[config.mk]
export PLATFORM = sky130hd
export DESIGN_NAME = bram_sample_sequencer
export DESIGN_NICKNAME = d
export VERILOG_FILES = /design/src/rtl/bram_sample_sequencer.sv
export SDC_FILE = /design/constraint.sdc
export NUM_CORES = 1
export LEC_CHECK = 0
export CAP_MARGIN = 20
export CORE_MARGIN = 10
export CORE_UTILIZATION = 43
export DETAILED_ROUTE_END_ITERATION = 8
export GPL_ROUTABILITY_DRIVEN = 0
export GPL_TIMING_DRIVEN = 0
export PLACE_DENSITY = 0.77
export RECOVER_POWER = 25
export SYNTH_ARGS = -nofsm -noshare
export SYNTH_HDL_FRONTEND = slang
export SYNTH_SLANG_ARGS = --single-unit
[constraint.sdc]
create_clock -name clk -period 2.67 [get_ports clk]
set_input_delay 0.6675 -clock clk [delete_from_list [all_inputs] [get_ports clk]]
set_output_delay 0.6675 -clock clk [all_outputs]
set_load 0.01 [all_outputs]
[src/rtl/bram_sample_sequencer.sv]
// bram_sample_sequencer
//   Owns the single BRAM port shared with the PS. It plays a clip of packed
//   stereo words (left in [31:16], right in [15:0]) into the I2S transmitter.
//   The clip starts at a programmable base address. One word is always
//   prefetched, so each frame request is answered exactly one cycle later.
//   The same port is also arbitrated against a single writer requester.
//
// Ports
//   clk, rst          : clock and asynchronous active-low reset
//   start/stop        : one-cycle playback control pulses (stop has priority)
//   loop_en           : restart at base after the last word
//   base_addr/clip_len: clip location, latched on an accepted start
//   smp_req           : one pulse per stereo frame from the I2S side
//   smp_left/right    : sample output
//   smp_valid         : marks smp_left/right updated
//   busy, done        : playback active / end of a non-looping clip
//   underrun          : sticky; cleared by underrun_clr
//   wr_req/addr/data  : writer request, held high until wr_gnt
//   wr_gnt            : write issued to the BRAM in this cycle
//   BRAM_*            : BRAM port (byte addressed, 1-cycle read latency)
module bram_sample_sequencer #(
   parameter int ADDR_BITS = 11,
   parameter int LEN_BITS  = 12
) (
   input  logic                 clk,
   input  logic                 rst,
   input  logic                 start,
   input  logic                 stop,
   input  logic                 loop_en,
   input  logic [ADDR_BITS-1:0] base_addr,
   input  logic [LEN_BITS-1:0]  clip_len,
   input  logic                 smp_req,
   output logic [15:0]          smp_left,
   output logic [15:0]          smp_right,
   output logic                 smp_valid,
   output logic                 busy,
   output logic                 done,
   output logic                 underrun,
   input  logic                 underrun_clr,
   input  logic                 wr_req,
   input  logic [ADDR_BITS-1:0] wr_addr,
   input  logic [31:0]          wr_data,
   output logic                 wr_gnt,
   output logic                 BRAM_clk,
   output logic                 BRAM_rst,
   output logic                 BRAM_en,
   output logic [3:0]           BRAM_we,
   output logic [31:0]          BRAM_addr,
   output logic [31:0]          BRAM_din,
   input  logic [31:0]          BRAM_dout
);

   localparam logic [1:0] S_IDLE  = 2'd0;
   localparam logic [1:0] S_FETCH = 2'd1;
   localparam logic [1:0] S_WAIT  = 2'd2;
   localparam logic [1:0] S_HOLD  = 2'd3;

   logic [1:0]           state_q, state_d;
   logic [ADDR_BITS-1:0] base_q, base_d;
   logic [LEN_BITS-1:0]  len_q, len_d;
   logic [LEN_BITS-1:0]  idx_q, idx_d;
   logic [31:0]          hold_q, hold_d;
   logic [15:0]          left_q, left_d;
   logic [15:0]          right_q, right_d;
   logic                 valid_q, valid_d;
   logic                 done_q, done_d;
   logic                 underrun_q, underrun_d;
   logic                 last_rd_q, last_rd_d;
   logic [ADDR_BITS-1:0] addr_q, addr_d;
   logic [31:0]          din_q, din_d;

   logic                 rd_req;
   logic                 gnt_rd;
   logic                 gnt_wr;
   logic [ADDR_BITS-1:0] rd_word;
   logic [ADDR_BITS-1:0] word_addr;
   logic                 last_idx;
   logic                 underrun_set;

   // Arbitration. A reader that is being stopped does not bother the port.
   // The writer wins a tie only right after a reader grant, which bounds
   // its wait to two cycles. Gating with rst keeps the port quiet in reset.
   assign rd_req = (state_q == S_FETCH) && !stop;
   assign gnt_wr = rst && wr_req && (!rd_req || last_rd_q);
   assign gnt_rd = rd_req && !gnt_wr;

   // Word address wraps naturally by truncation to ADDR_BITS.
   assign rd_word   = base_q + idx_q[ADDR_BITS-1:0];
   assign word_addr = gnt_wr ? wr_addr : (gnt_rd ? rd_word : addr_q);

   assign BRAM_clk  = clk;
   assign BRAM_rst  = ~rst;
   assign BRAM_en   = gnt_wr | gnt_rd;
   assign BRAM_we   = gnt_wr ? 4'hF : 4'h0;
   assign BRAM_addr = {{(32-ADDR_BITS-2){1'b0}}, word_addr, 2'b00};
   assign BRAM_din  = gnt_wr ? wr_data : din_q;
   assign wr_gnt    = gnt_wr;

   assign smp_left  = left_q;
   assign smp_right = right_q;
   assign smp_valid = valid_q;
   assign done      = done_q;
   assign underrun  = underrun_q;
   assign busy      = (state_q != S_IDLE);

   assign last_idx     = (idx_q == (len_q - LEN_BITS'(1)));
   assign underrun_set = smp_req && ((state_q == S_FETCH) || (state_q == S_WAIT));

   always_comb begin
      state_d    = state_q;
      base_d     = base_q;
      len_d      = len_q;
      idx_d      = idx_q;
      hold_d     = hold_q;
      left_d     = left_q;
      right_d    = right_q;
      valid_d    = smp_req;
      done_d     = 1'b0;
      underrun_d = underrun_q;
      last_rd_d  = last_rd_q;
      addr_d     = addr_q;
      din_d      = din_q;

      case (state_q)
         S_IDLE: begin
            // Requests with nothing playing are answered with silence.
            if (smp_req) begin
               left_d  = 16'h0000;
               right_d = 16'h0000;
            end
            if (start && !stop && (clip_len != '0)) begin
               base_d  = base_addr;
               len_d   = clip_len;
               idx_d   = '0;
               state_d = S_FETCH;
            end
         end
         S_FETCH: begin
            if (gnt_rd) state_d = S_WAIT;
         end
         S_WAIT: begin
            hold_d  = BRAM_dout;
            state_d = S_HOLD;
         end
         S_HOLD: begin
            if (smp_req) begin
               left_d  = hold_q[31:16];
               right_d = hold_q[15:0];
               if (last_idx) begin
                  idx_d = '0;
                  if (loop_en) begin
                     state_d = S_FETCH;
                  end else begin
                     done_d  = 1'b1;
                     state_d = S_IDLE;
                  end
               end else begin
                  idx_d   = idx_q + LEN_BITS'(1);
                  state_d = S_FETCH;
               end
            end
         end
         default: state_d = S_IDLE;
      endcase

      // Abort: drop any in-flight read and silence the output.
      if (stop && (state_q != S_IDLE)) begin
         state_d = S_IDLE;
         hold_d  = 32'h0;
         left_d  = 16'h0000;
         right_d = 16'h0000;
         done_d  = 1'b0;
      end

      // A new underrun event takes priority over a clear in the same cycle.
      if (underrun_set)      underrun_d = 1'b1;
      else if (underrun_clr) underrun_d = 1'b0;

      if (gnt_wr)      last_rd_d = 1'b0;
      else if (gnt_rd) last_rd_d = 1'b1;

      // Address and data lines hold their last driven value when idle.
      if (gnt_wr | gnt_rd) addr_d = word_addr;
      if (gnt_wr)          din_d  = wr_data;
   end

   always_ff @(posedge clk or negedge rst) begin
      if (!rst) begin
         state_q    <= S_IDLE;
         base_q     <= '0;
         len_q      <= '0;
         idx_q      <= '0;
         hold_q     <= 32'h0;
         left_q     <= 16'h0000;
         right_q    <= 16'h0000;
         valid_q    <= 1'b0;
         done_q     <= 1'b0;
         underrun_q <= 1'b0;
         last_rd_q  <= 1'b0;
         addr_q     <= '0;
         din_q      <= 32'h0;
      end else begin
         state_q    <= state_d;
         base_q     <= base_d;
         len_q      <= len_d;
         idx_q      <= idx_d;
         hold_q     <= hold_d;
         left_q     <= left_d;
         right_q    <= right_d;
         valid_q    <= valid_d;
         done_q     <= done_d;
         underrun_q <= underrun_d;
         last_rd_q  <= last_rd_d;
         addr_q     <= addr_d;
         din_q      <= din_d;
      end
   end

endmodule

# Word level (Yosys, flattened, before mapping)
# Cells that the tools add are included.
# Widths: inputs -> output; s select.
# classes
addsub,3
n_eq_ne,10
mux,33
bitwise,2
reduce_logical,25
# ops
operator,count
$mux 32,3
$mux 16,5
$pmux 16 s2,2
$mux 12,3
$pmux 12 s2,1
$mux 11,2
$add 12x1->12 const B,1
$eq 12x12->1,1
$reduce_bool 12->1,1
$sub 12x1->12 const B,1
$add 11x11->11,1
$mux 1,10
$mux 2,5
$reduce_bool 2->1,5
$ne 3x3->1 const B,3
$reduce_and 3->1,3
$logic_and 1x1->1,8
$pmux 2 s4,1
$eq 2x2->1 const B,2
$mux 4,1
$ne 2x2->1 const B,2
$logic_not 1->1,3
$ne 3x2->1 const B,1
$reduce_bool 3->1,1
6 further kinds,7
# totals
reg_bits,148
inputBits,106
out_inout_bits,108
word_cells,86

# Depth between registers and ports, before layout
# Gate-level depths: netlist of run 1.
# depth
word_depth,10
depth_mapped,10

==> results of run 1 <==
worst max path at each step:
| stage | to | slack [ns] | cells past startpoint |
|---|---|---|---|
| 2_1_floorplan | BRAM_addr[10] | -0.03 | 10 |
| 3_3_place_gp | BRAM_din[21] | -7.83 | 9 |
| 3_5_place_dp | BRAM_din[21] | -1.76 | 9 |
| 4_1_cts | BRAM_addr[12] | -0.64 | 11 |
| 5_1_grt | BRAM_addr[12] | -0.91 | 11 |
| 6_report | BRAM_addr[12] | -0.81 | 11 |
stage by stage:
stage | utilization [%] | power [mW] | cell area, µm² | hold WS [ns] | setup WS (ns)
final | 76.82 | 11.48 | 12250 | 0.4788 | -0.8122
after global routing | 76.82 | 11.97 | 12250 | 0.5104 | -0.9100
after CTS | 72.49 | 10.37 | 11560 | 0.1003 | -0.6388
after detailed placement | 58.69 | 6.953 | 9356 | 0.4565 | -1.758
after global placement | 58.51 | 6.839 | 9328 | 0.4531 | -7.830
after floorplan | - | 5.431 | 7136 | 0.3719 | -0.03450
kinds of logic after synthesis:
group / Yosys count / share of synthesized area (%)
flip-flops: 148 / 52.58
buffers and inverters: 81 / 5.808
AO/OA/AOI/OAI: 162 / 15.88
AND/OR/NAND/NOR: 256 / 15.93
other: 1 / 0.05323
XOR/XNOR: 22 / 2.842
adder cells (fa/ha/maj): 16 / 2.949
multiplexers: 25 / 3.961
power breakdown:
group          internal [mW]  total [mW]  switching, mW
clock                   1.62        2.70           1.07
combinational           2.53        5.27           2.74
sequential              2.94        3.51          0.572
cell usage in the layout, fill, tap and decap left out, types with 11 or more instances in the layout:
cell type	count
a21oi_1	11
a22o_1	38
buf_4	112
buf_6	91
clkbuf_1	18
clkbuf_16	24
clkdlybuf4s50_1	138
conb_1	21
dfrtp_1	144
ha_1	11
inv_1	16
mux2_2	23
nand2_1	114
nand2_4	59
nor2_1	18
o21ai_0	45
xnor2_1	11
tightest hold or removal path: stages, from the launching register on:
cell and delay, ns:
dfrtp_1 0.34, nand2_1 0.05, o21ai_0 0.06
registers in the layout, indices dropped and copies added (netlist names):
register   cells
smp_right     16
din_q         32
idx_q         12
base_q        11
hold_q        32
done           1
underrun       1
addr_q        11
last_rd_q      1
smp_left      16
smp_valid      1
state_q        2
len_q         12
repair_timing:
item | in CTS | in global routing
gates cloned | 6 | 0
setup endpoints to repair | 64 | 88
pin swaps | 47 | 50
resized for setup | 405 | 160
buffers inserted | 118 | 50
endpoints found under the hold margin | 33 | 0
hold buffers | 1 | 0
layout make-up:
type	count	area (µm²)
multi-input cells	502	3710
flip-flops and latches	148	3709
fillers	870	3696
repair buffers	341	3333
clock buffers	24	530.5
plain buffers	57	460.4
well taps	216	270.3
clock inverters	12	131.4
inverters	22	97.59
diodes	2	5.005
routing by layer:
layer / up-vias / global-route usage (%) / share of wire (%)
li1: 3170 / - / -
met1: 3665 / 26.89 / 34
met2: 528 / 42.75 / 50
met3: 163 / 6.654 / 9.2
met4: 0 / 12.54 / 6.9
met5: - / 0 / 0
==> metrics.md, run 1 <==
| Metric | Value |
|---|---|
| Pre-Repair DR Iteration Count | 8 |
| Slew Limit Headroom | -57.37% |
| Top delay family on crit path | compound AO/OA/AOI/OAI gates |
| Hold path cells | 2 |
| FF+latch count, synth | about 150 |
| Reg2Reg Setup Slack | -0.03 ns |
| Ys Warns | 0 |
| Worst Path Buf+Inv | 2 |
| Number of flops mapped to enable cells by yosys | 0 |
| Synth Flop Type | dfrtp_1 |
| Final setup fails | 52 |
| Failing checks | max-capacitance violations, max-slew violations, negative setup slack |
| Library cells used by synthesis | 71 |
| DIE HEIGHT | about 150 µm |
| DIE WIDTH | 148.0 µm |
| Crit path kind | reg2out |
| Final period util | 130.4% |
| FF-to-FF End | din_q[11] |
| Leakage | approximately 5.9 nW |
| Share of the synthesized area in the top cell type | a little over half |
| R2R depth | 20 |
| Area growth syn-to-layout | 73.85% |
| FP Rows | 46 |
| Critical Path Sink Type | output pin |
| Outcome | complete, but fails checks |
| Slew Limit Fails | roughly 150 |
| Cells after DPL | approximately 1100 |
| DR WL/cell | 25.15 µm |
| IO Port Bufs | around 190 |
| Worst EP required | about 2 ns |
| Sequential-to-total area share from yosys stat | 52.58% |
| Crit path max fanout | 3 |
| Post-route ant nets | 0 |
| Initial Utilization | 44.18% |
| Layout cells sized above 1 | between 30% and 40% |
| Largest net degree at the start of global routing | between 70 and 80 |
| First-pass GRT wire length | about 42000 µm |
| Hold_sp | hold_q[13] |
| Reg2reg start | state_q[1] |
| Mapped Area | 0.007044 mm² |
| Clk_skew | around 0.019 ns |
| # DRC | 0 |
| Count leader, synth | nand2_1 |
| Area contributors post-synth | dfrtp_1, nand2_1, a22o_1 |
| Die area | 0.02190 mm² |
| Hold endpoint | hold_q[13] |
| Clock slew at reported path FFs | around 0.060 ns |
| CP max stage delay | ~0.4 ns |
| Antenna violations before repair | 2 |
| Pwr dens | 937.7 mW/mm² |
| GR Overflow Total | 0 |
| Worst-path cell chain | ha_4 > inv_2 > fa_2 > nor2b_4 > o21ai_2 > a21oi_2 > o21a_1 > o41ai_2 > xnor2_1 > o21ai_1 > buf_4 |
| CTS tree | yes |
| Worst Path Arrival | 2.81 ns |
| Worst Setup SP | idx_q[0] |
| I/O pins | between 200 and 250 |
| Setup total negative slack | -14.90 ns |
| Via count | 7526 |
| Setup ws final | -0.8122 ns |
| Crit path max-delay cell type | dfrtp_2 |
| Post-Syn Area per Cell | 9.908 µm² |
| RSZ-0062 raised after global routing | yes |
| Post-synth top cells | nand2_1, dfrtp_1, o21ai_0 |
| GRT Total Usage | about a quarter |
| Routed WL | 33310 µm |
| Fin crit period | ~3.5 ns |
| F_max | approximately 290 MHz |
| Setup crit start kind | flip-flop |
| Worst Tran Pin Value | about 2.4 ns |
| Vias in the first global route | roughly 7300 |
| VDD IR max | about 0.71 mV |
| Core box area | between 0.015 and 0.02 mm² |
| Non-filler cells, final | ~1300 |
| Via density | 5.684 |
| Synth area leader | dfrtp_1 |
| HPWL Detailed | 15280 µm |
| HP Class | reg2reg |
| Iteration-0 DRC Markers | about 860 |
| Layout Nets | ~1200 |
| MaxCap Viol Count | 3 |
| Post-Syn Instances | ~710 |
| Endpoints failing hold | 0 |
| Synth async-reset ratio | 100.0% |
| Worst skew pair latency | 0.55 ns |
Power figures use the tool's default switching activity.
==> inputs of run 2 (changes only) <==
--- a/config.mk
+++ b/config.mk
@@ -6,7 +6,6 @@
 export NUM_CORES = 1
 export LEC_CHECK = 0
 export CAP_MARGIN = 20
-export CORE_MARGIN = 10
 export CORE_UTILIZATION = 43
 export DETAILED_ROUTE_END_ITERATION = 8
 export GPL_ROUTABILITY_DRIVEN = 0
==> run 2 against run 1 <==
The flow still finishes with violations (max-capacitance violations, max-slew violations, negative setup slack); global-route usage grew 6.0 points; worst setup slack lost 0.23 ns; clock skew increased by 0.0040 ns; maximum frequency decreased by 6.2%; cell area increased by 0.46%; sequential power about the same; critical endpoint is now BRAM_addr[10].
==> metrics.md, run 2 (synthesized netlist as in run 1, its figures left out) <==
| Metric | Value |
|---|---|
| Layout Nets | 1212 (-0.25%) |
| Most frequent cells in the layout | dfrtp_1, clkdlybuf4s50_1, buf_6, nand2_1, buf_4 |
| CP max stage delay | 0.58 ns (+0.19 ns) |
| HP Class | in2async |
| Slew Limit Headroom | -32.83% (+25 points) |
| Worst skew pair latency | 0.56 ns (about the same) |
| Multi-input logic area | 0.003740 mm² (+0.81%) |
| Vias in the first global route | 7134 (-2.4%) |
| Routed WL | 33210 µm (-0.28%) |
| Seq. cell area | 0.003709 mm² (unchanged) |
| Iteration-0 DRC Markers | 675 (-21%) |
| Top delay family on crit path | buffers and inverters |
| MaxCap Viol Count | 1 (-2) |
| Initial Utilization | 44.18% (unchanged) |
| Pwr dens | 940.7 mW/mm² (+0.32%) |
| Clock slew at reported path FFs | 0.06 ns (about the same) |
| Switching share of power | 39.28% (+1.1 points) |
| Filler cells | 874 (+0.46%) |
| GRT Total Usage | 30.53% (+6.0 points) |
| Antenna violations before repair | 0 (-2) |
| Area growth syn-to-layout | 74.65% |
| VDD IR max | 0.6762 mV (-4.3%) |
| Largest net degree at the start of global routing | 41 (-47%) |
| Slew Limit Fails | 38 (-75%) |
| DR WL/cell | 25.16 µm (about the same) |
| # DRC | 0 (unchanged) |
| Crit path max-delay cell type | o22ai_1 |
| Worst Path Buf+Inv | 6 (+4) |
| Clock share of power | 23.2% (-0.3 points) |
| GR Overflow Total | 0 (unchanged) |
| Die area | 0.01690 mm² (-23%) |
| Via density | 5.717 (+0.57%) |
| Fin crit period | 3.713 ns (+0.2313 ns) |
| First-pass GRT wire length | 38230 µm (-9.3%) |
| Crit path kind | in2out |
| Post-route ant nets | 0 (unchanged) |
| Post-route cell area | 0.01230 mm² (+0.46%) |
| Layout cells sized above 1 | 39.89% (+1.1 points) |
| Via count | 7546 (+0.27%) |
| Pre-Repair DR Iteration Count | 5 (-3) |
| Top Registers | din_q x32, hold_q x32 |
| Clk_skew | 0.02287 ns (+0.003991 ns) |
| Core box area | 0.01594 mm² (unchanged) |
| Worst-path cell chain | clkbuf_1 > buf_16 > nand2_4 > o21bai_4 > buf_6 > clkbuf_16 > buf_4 > o22ai_1 > nor2_1 > buf_2 |
| Cells after DPL | 1140 (unchanged) |
| Logic pwr share | 46.3% (+0.4 points) |
| Cell Int Power | 7.027 mW (-0.96%) |
| F_max | 269.3 MHz (-6.2%) |
| Non-filler cells, final | 1320 (-0.30%) |
| Most common cell after layout, fill and taps aside | dfrtp_1 |
| CTS tree | yes |
| Critical Path Sink Type | output pin |
| Setup ws final | -1.043 ns (-0.2313 ns) |
| Worst Tran Pin Value | 1.992 ns (-0.3681 ns) |
| IO Port Bufs | 192 (unchanged) |
| Final period util | 139.1% (+8.7 points) |
| Area post-placement | 0.009356 mm² (unchanged) |
| Setup crit start kind | input port |
| DIE HEIGHT | 130.0 µm (-12%) |
| Endpoints failing hold | 0 (unchanged) |
| Part of the power in registers | 30.4% (-0.2 points) |
| Leakage | 5.835 nW (-0.27%) |
| Final setup fails | 53 (+1.9%) |
| Worst Path Arrival | 3.05 ns (+0.24 ns) |
| Worst EP required | 2.00 ns (about the same) |
| Net load switching power | 4.546 mW (+3.6%) |
| RSZ-0062 raised after global routing | yes |
| Failing checks | max-capacitance violations, max-slew violations, negative setup slack |
| Crit path max fanout | 10 (+7) |
| HPWL Detailed | 13310 µm (-13%) |
| DIE WIDTH | 130.0 µm (-12%) |
| I/O pins | 214 (unchanged) |
| FP Rows | 46 (unchanged) |
| Outcome | complete, but fails checks |
## run 2: cell types whose count changed in the layout (fill, tap and decap cells not counted), moves of 3 or more
cell,delta
buf_4,-20
buf_6,+13
buf_8,+3
inv_6,+4
nand2_1,-16
nand2_2,+23
nand2_4,-6
o21ai_1,+3
## run 2: routing by layer
| metal | vias up | wire length [µm] | GRT usage (%) |
|---|---|---|---|
| met2 | 542 | 15050 | 51.59 |
| met5 | - | 0 | 0 |
| li1 | 3177 | - | - |
| met4 | 0 | 2690 | 20.31 |
| met3 | 203 | 4217 | 9.635 |
| met1 | 3624 | 11260 | 33.01 |
## run 2: through the flow
stage	total power, mW	setup WS [ns]	util (%)	TNS (ns)	hold slack (ns)
final	11.57	-1.043	77.17	-27.44	0.2876
after CTS	10.34	-0.6267	72.61	-12.11	0.04755
after global routing	12.05	-1.035	77.15	-29.30	0.3953
after detailed placement	6.915	-2.006	58.69	-127.55	0.4576
after floorplan	5.431	-0.03450	-	-0.03450	0.3719
after global placement	6.803	-7.684	58.51	-1427.16	0.4530
## run 2: power by group through the flow
stage	combinational [mW]	clock [mW]	sequential [mW]
after global routing	5.69	2.79	3.57
after floorplan	2.07	0.0309	3.33
after global placement	3.36	0.0588	3.38
after detailed placement	3.45	0.0588	3.40
final	5.36	2.69	3.52
after CTS	4.32	2.65	3.37
## run 2: area by class of cell
type	instances	share of cell area, %
buffer	55	3.376
multi-input combinational	503	30.40
clock inverter	15	1.190
inverter	22	0.7729
timing repair buffer	339	27.76
tap	216	2.197
sequential	148	30.14
clock buffer	21	4.139
antenna	1	0.02034
## run 2: worst paths after layout
check	from	end	slack (ns)	depth (start not counted)
max	rst	BRAM_addr[10]	-1.04	10
min	rst	hold_q[15]	0.29	1
max reg2reg	state_q[1]	din_q[18]	-0.13	21
min reg2reg	hold_q[15]	hold_q[15]	0.48	2
max in group asynchronous	rst	smp_left[1]	0.84	1
min in group clk	hold_q[15]	hold_q[15]	0.48	2
## run 2: what timing repair did
action,CTS,global route
buffers inserted,118,48
resized for setup,407,183
endpoints found under the hold margin,16,0
endpoints found under the setup margin,76,92
gates cloned,9,3
hold buffers,1,0
pin swaps,58,59
==> RTL edit: new RTL, flow settings as in run 2 <==
Make the reset (`rst`) synchronous in one clocked block. Comments in the files are not updated.
--- a/src/rtl/bram_sample_sequencer.sv
+++ b/src/rtl/bram_sample_sequencer.sv
@@ -184,7 +184,7 @@
       if (gnt_wr)          din_d  = wr_data;
    end
 
-   always_ff @(posedge clk or negedge rst) begin
+   always_ff @(posedge clk) begin
       if (!rst) begin
          state_q    <= S_IDLE;
          base_q     <= '0;
Behaviour: differs if rst is asserted again (counterexample within 4 cycles, from zero or initial values and one cycle with rst low); with rst held inactive, the same outputs for 10 cycles.
==> RTL edit against run 2 <==
  * The run ends with negative setup slack left
  * Setup slack improved by 0.055 ns
  * Synthesized cell count increased by 16%
  * Cell area increased by 1.5%
  * Area after synthesis decreased by 1.9%
  * Wire length increased by 1.7%
  * Count of clock-buffer cells in the layout unchanged
  * Sequential cell count unchanged
  * Critical path type unchanged
  * Largest cell class is now multi-input combinational cells
Power is not compared: it rests on default switching activity, and its combinational part moved more than twofold at a synthesized area within 25%.
==> RTL edit: results (changes against run 2) <==
- Status: finished, violations left
- Failing checks: negative setup slack
- Top cells by area, synth: dfxtp_1 43%, nand2_1 8.9%, mux2i_1 5.5%
- Max stage delay on crit path: 0.46 ns (-0.12 ns)
- Initial DRC Count: 733 (+8.6%)
- Fin cells: 1438 (+8.9%)
- Setup TNS: -20.09 ns (+7.34 ns)
- Worst Hold Class: flip-flop to flip-flop
- EDFF count, synth: 0 (unchanged)
- Cells after synthesis: 824 (+16%)
- Sequential cell area fraction in the yosys report: 0.429 (-0.0970)
- Final worst setup slack: -0.989 ns (+0.0548 ns)
- Worst EP arrival: 2.99 ns (-0.06 ns)
- Post-synth top cells: 164 x nand2_1, 148 x dfxtp_1, 83 x nor2_1
- Layout Nets: 1335 (+10%)
- Post-Place Cells: 1247 (+9.4%)
- DR pass1 iterations: 8 (+3)
- Final ANT Viol Nets: 0 (unchanged)
- Worst path slowest cell: nor2_1
- Netlist cell types: 69 (-2.8%)
- Post-CTS setup buffers: 130 (+10%)
- Max VDD drop: 595 µV
- #FFs+latches synth: 148 (unchanged)
- Wire per inst: 23.5 µm (-6.6%)
- Antenna cells: 2 (+1)
- Post-cts resize count: 441 (+8.4%)
- Multi-input gate share of total cell area: 0.355 (+0.0510)
- Setup Skew: 0.0242 ns (+0.00132 ns)
- Layout cells sized above 1: 0.371 (-0.0283)
- Post-synthesis async set-or-reset flop share: 0 (-1.00)
- Maximum fanout along the worst path: 10 (unchanged)
- Post-DP Area: 0.00917 mm² (-2.0%)
- Detailed placer's ending HPWL: 14000 µm (+5.1%)
- Clk tree area frac: 0.0552 (+0.00193)
- Area of the multi-input gates: 0.00443 mm² (+19%)
- PortBufs: 192 (unchanged)
- Largest regs: din_q: 32 flops, hold_q: 32 flops
- Buffer share of cell area: 0.321 (+0.00997)
- Fillers: 817 (-6.5%)
- Leak: 5.25 nW
- Tapcells: 211 (-2.3%)
- Largest net degree at the start of global routing: 19 (-54%)
- Gr usage total: 0.333 (+0.0276)
- Wire length of the first global-routing pass: 41400 µm (+8.2%)
- Register area: 0.00298 mm² (-20%)
- Worst path top cell family by delay: simple AND/OR/NAND/NOR gates
- Clock latency on the worst-skew pair: 0.56 ns (about the same)
- Initial antenna violation count: 1 (+1)
- Comb_multi_in: 600 (+19%)
- Signal buffers: 418 (+6.1%)
- Vias in the first global route: 7514 (+5.3%)
- Via-to-Cell Ratio: 5.73 (+0.31%)
- Clock buffer count: 21 (unchanged)
- Non-clock inverters: 23 (+4.5%)
- Setup violations, final: 54 (+1.9%)
- Max_slew headroom: 0.502 (+0.830)
- Pre-CTS WS: -1.47 ns (+0.532 ns)
[RTL edit: worst min-delay path: cells and delay by family (launching register included)]
| family | cells | cell delay (ns) |
|---|---|---|
| flip-flops | 1 | 0.32 |
| AND/OR/NAND/NOR | 1 | 0.06 |
| AO/OA/AOI/OAI | 1 | 0.06 |
[RTL edit: report_power, final]
| part | switching [W] | leakage [nW] | total, W | internal (W) |
|---|---|---|---|---|
| Combinational | 0.000838 | 3.71 | 0.00168 | 0.000844 |
| Sequential | 0.0000745 | 1.21 | 0.00236 | 0.00228 |
| Clock | 0.00119 | 0.339 | 0.00268 | 0.00149 |
| Total | 0.00210 | 5.25 | 0.00672 | 0.00462 |
[RTL edit: per-layer routing]
| metal | wire (µm) | vias to the layer above | part of all wire | track usage |
|---|---|---|---|---|
| met5 | 69 | - | 0.0020 | 0 |
| met4 | 2790 | 4 | 0.083 | 0.210 |
| met3 | 4370 | 233 | 0.13 | 0.136 |
| met2 | 14500 | 643 | 0.43 | 0.522 |
| met1 | 12000 | 3808 | 0.36 | 0.377 |
| li1 | - | 3558 | - | - |
[RTL edit: path summary, 6_finish.rpt]
kind,to,cells after the start,startpoint,slack [ns]
min,len_q[11],2,len_q[11],0.48
max,BRAM_addr[11],9,rst,-0.99
max reg2reg,din_q[23],21,state_q[1],-0.28
min reg2reg,len_q[11],2,len_q[11],0.48
[RTL edit: kinds of logic after synthesis]
kind of cell | after synthesis | synth area share
XOR/XNOR | 20 | 0.0264
other | 1 | 0.000543
multiplexers | 39 | 0.0567
adder cells (fa/ha/maj) | 17 | 0.0319
flip-flops | 148 | 0.429
buffers and inverters | 96 | 0.0679
AND/OR/NAND/NOR | 361 | 0.244
AO/OA/AOI/OAI | 142 | 0.144
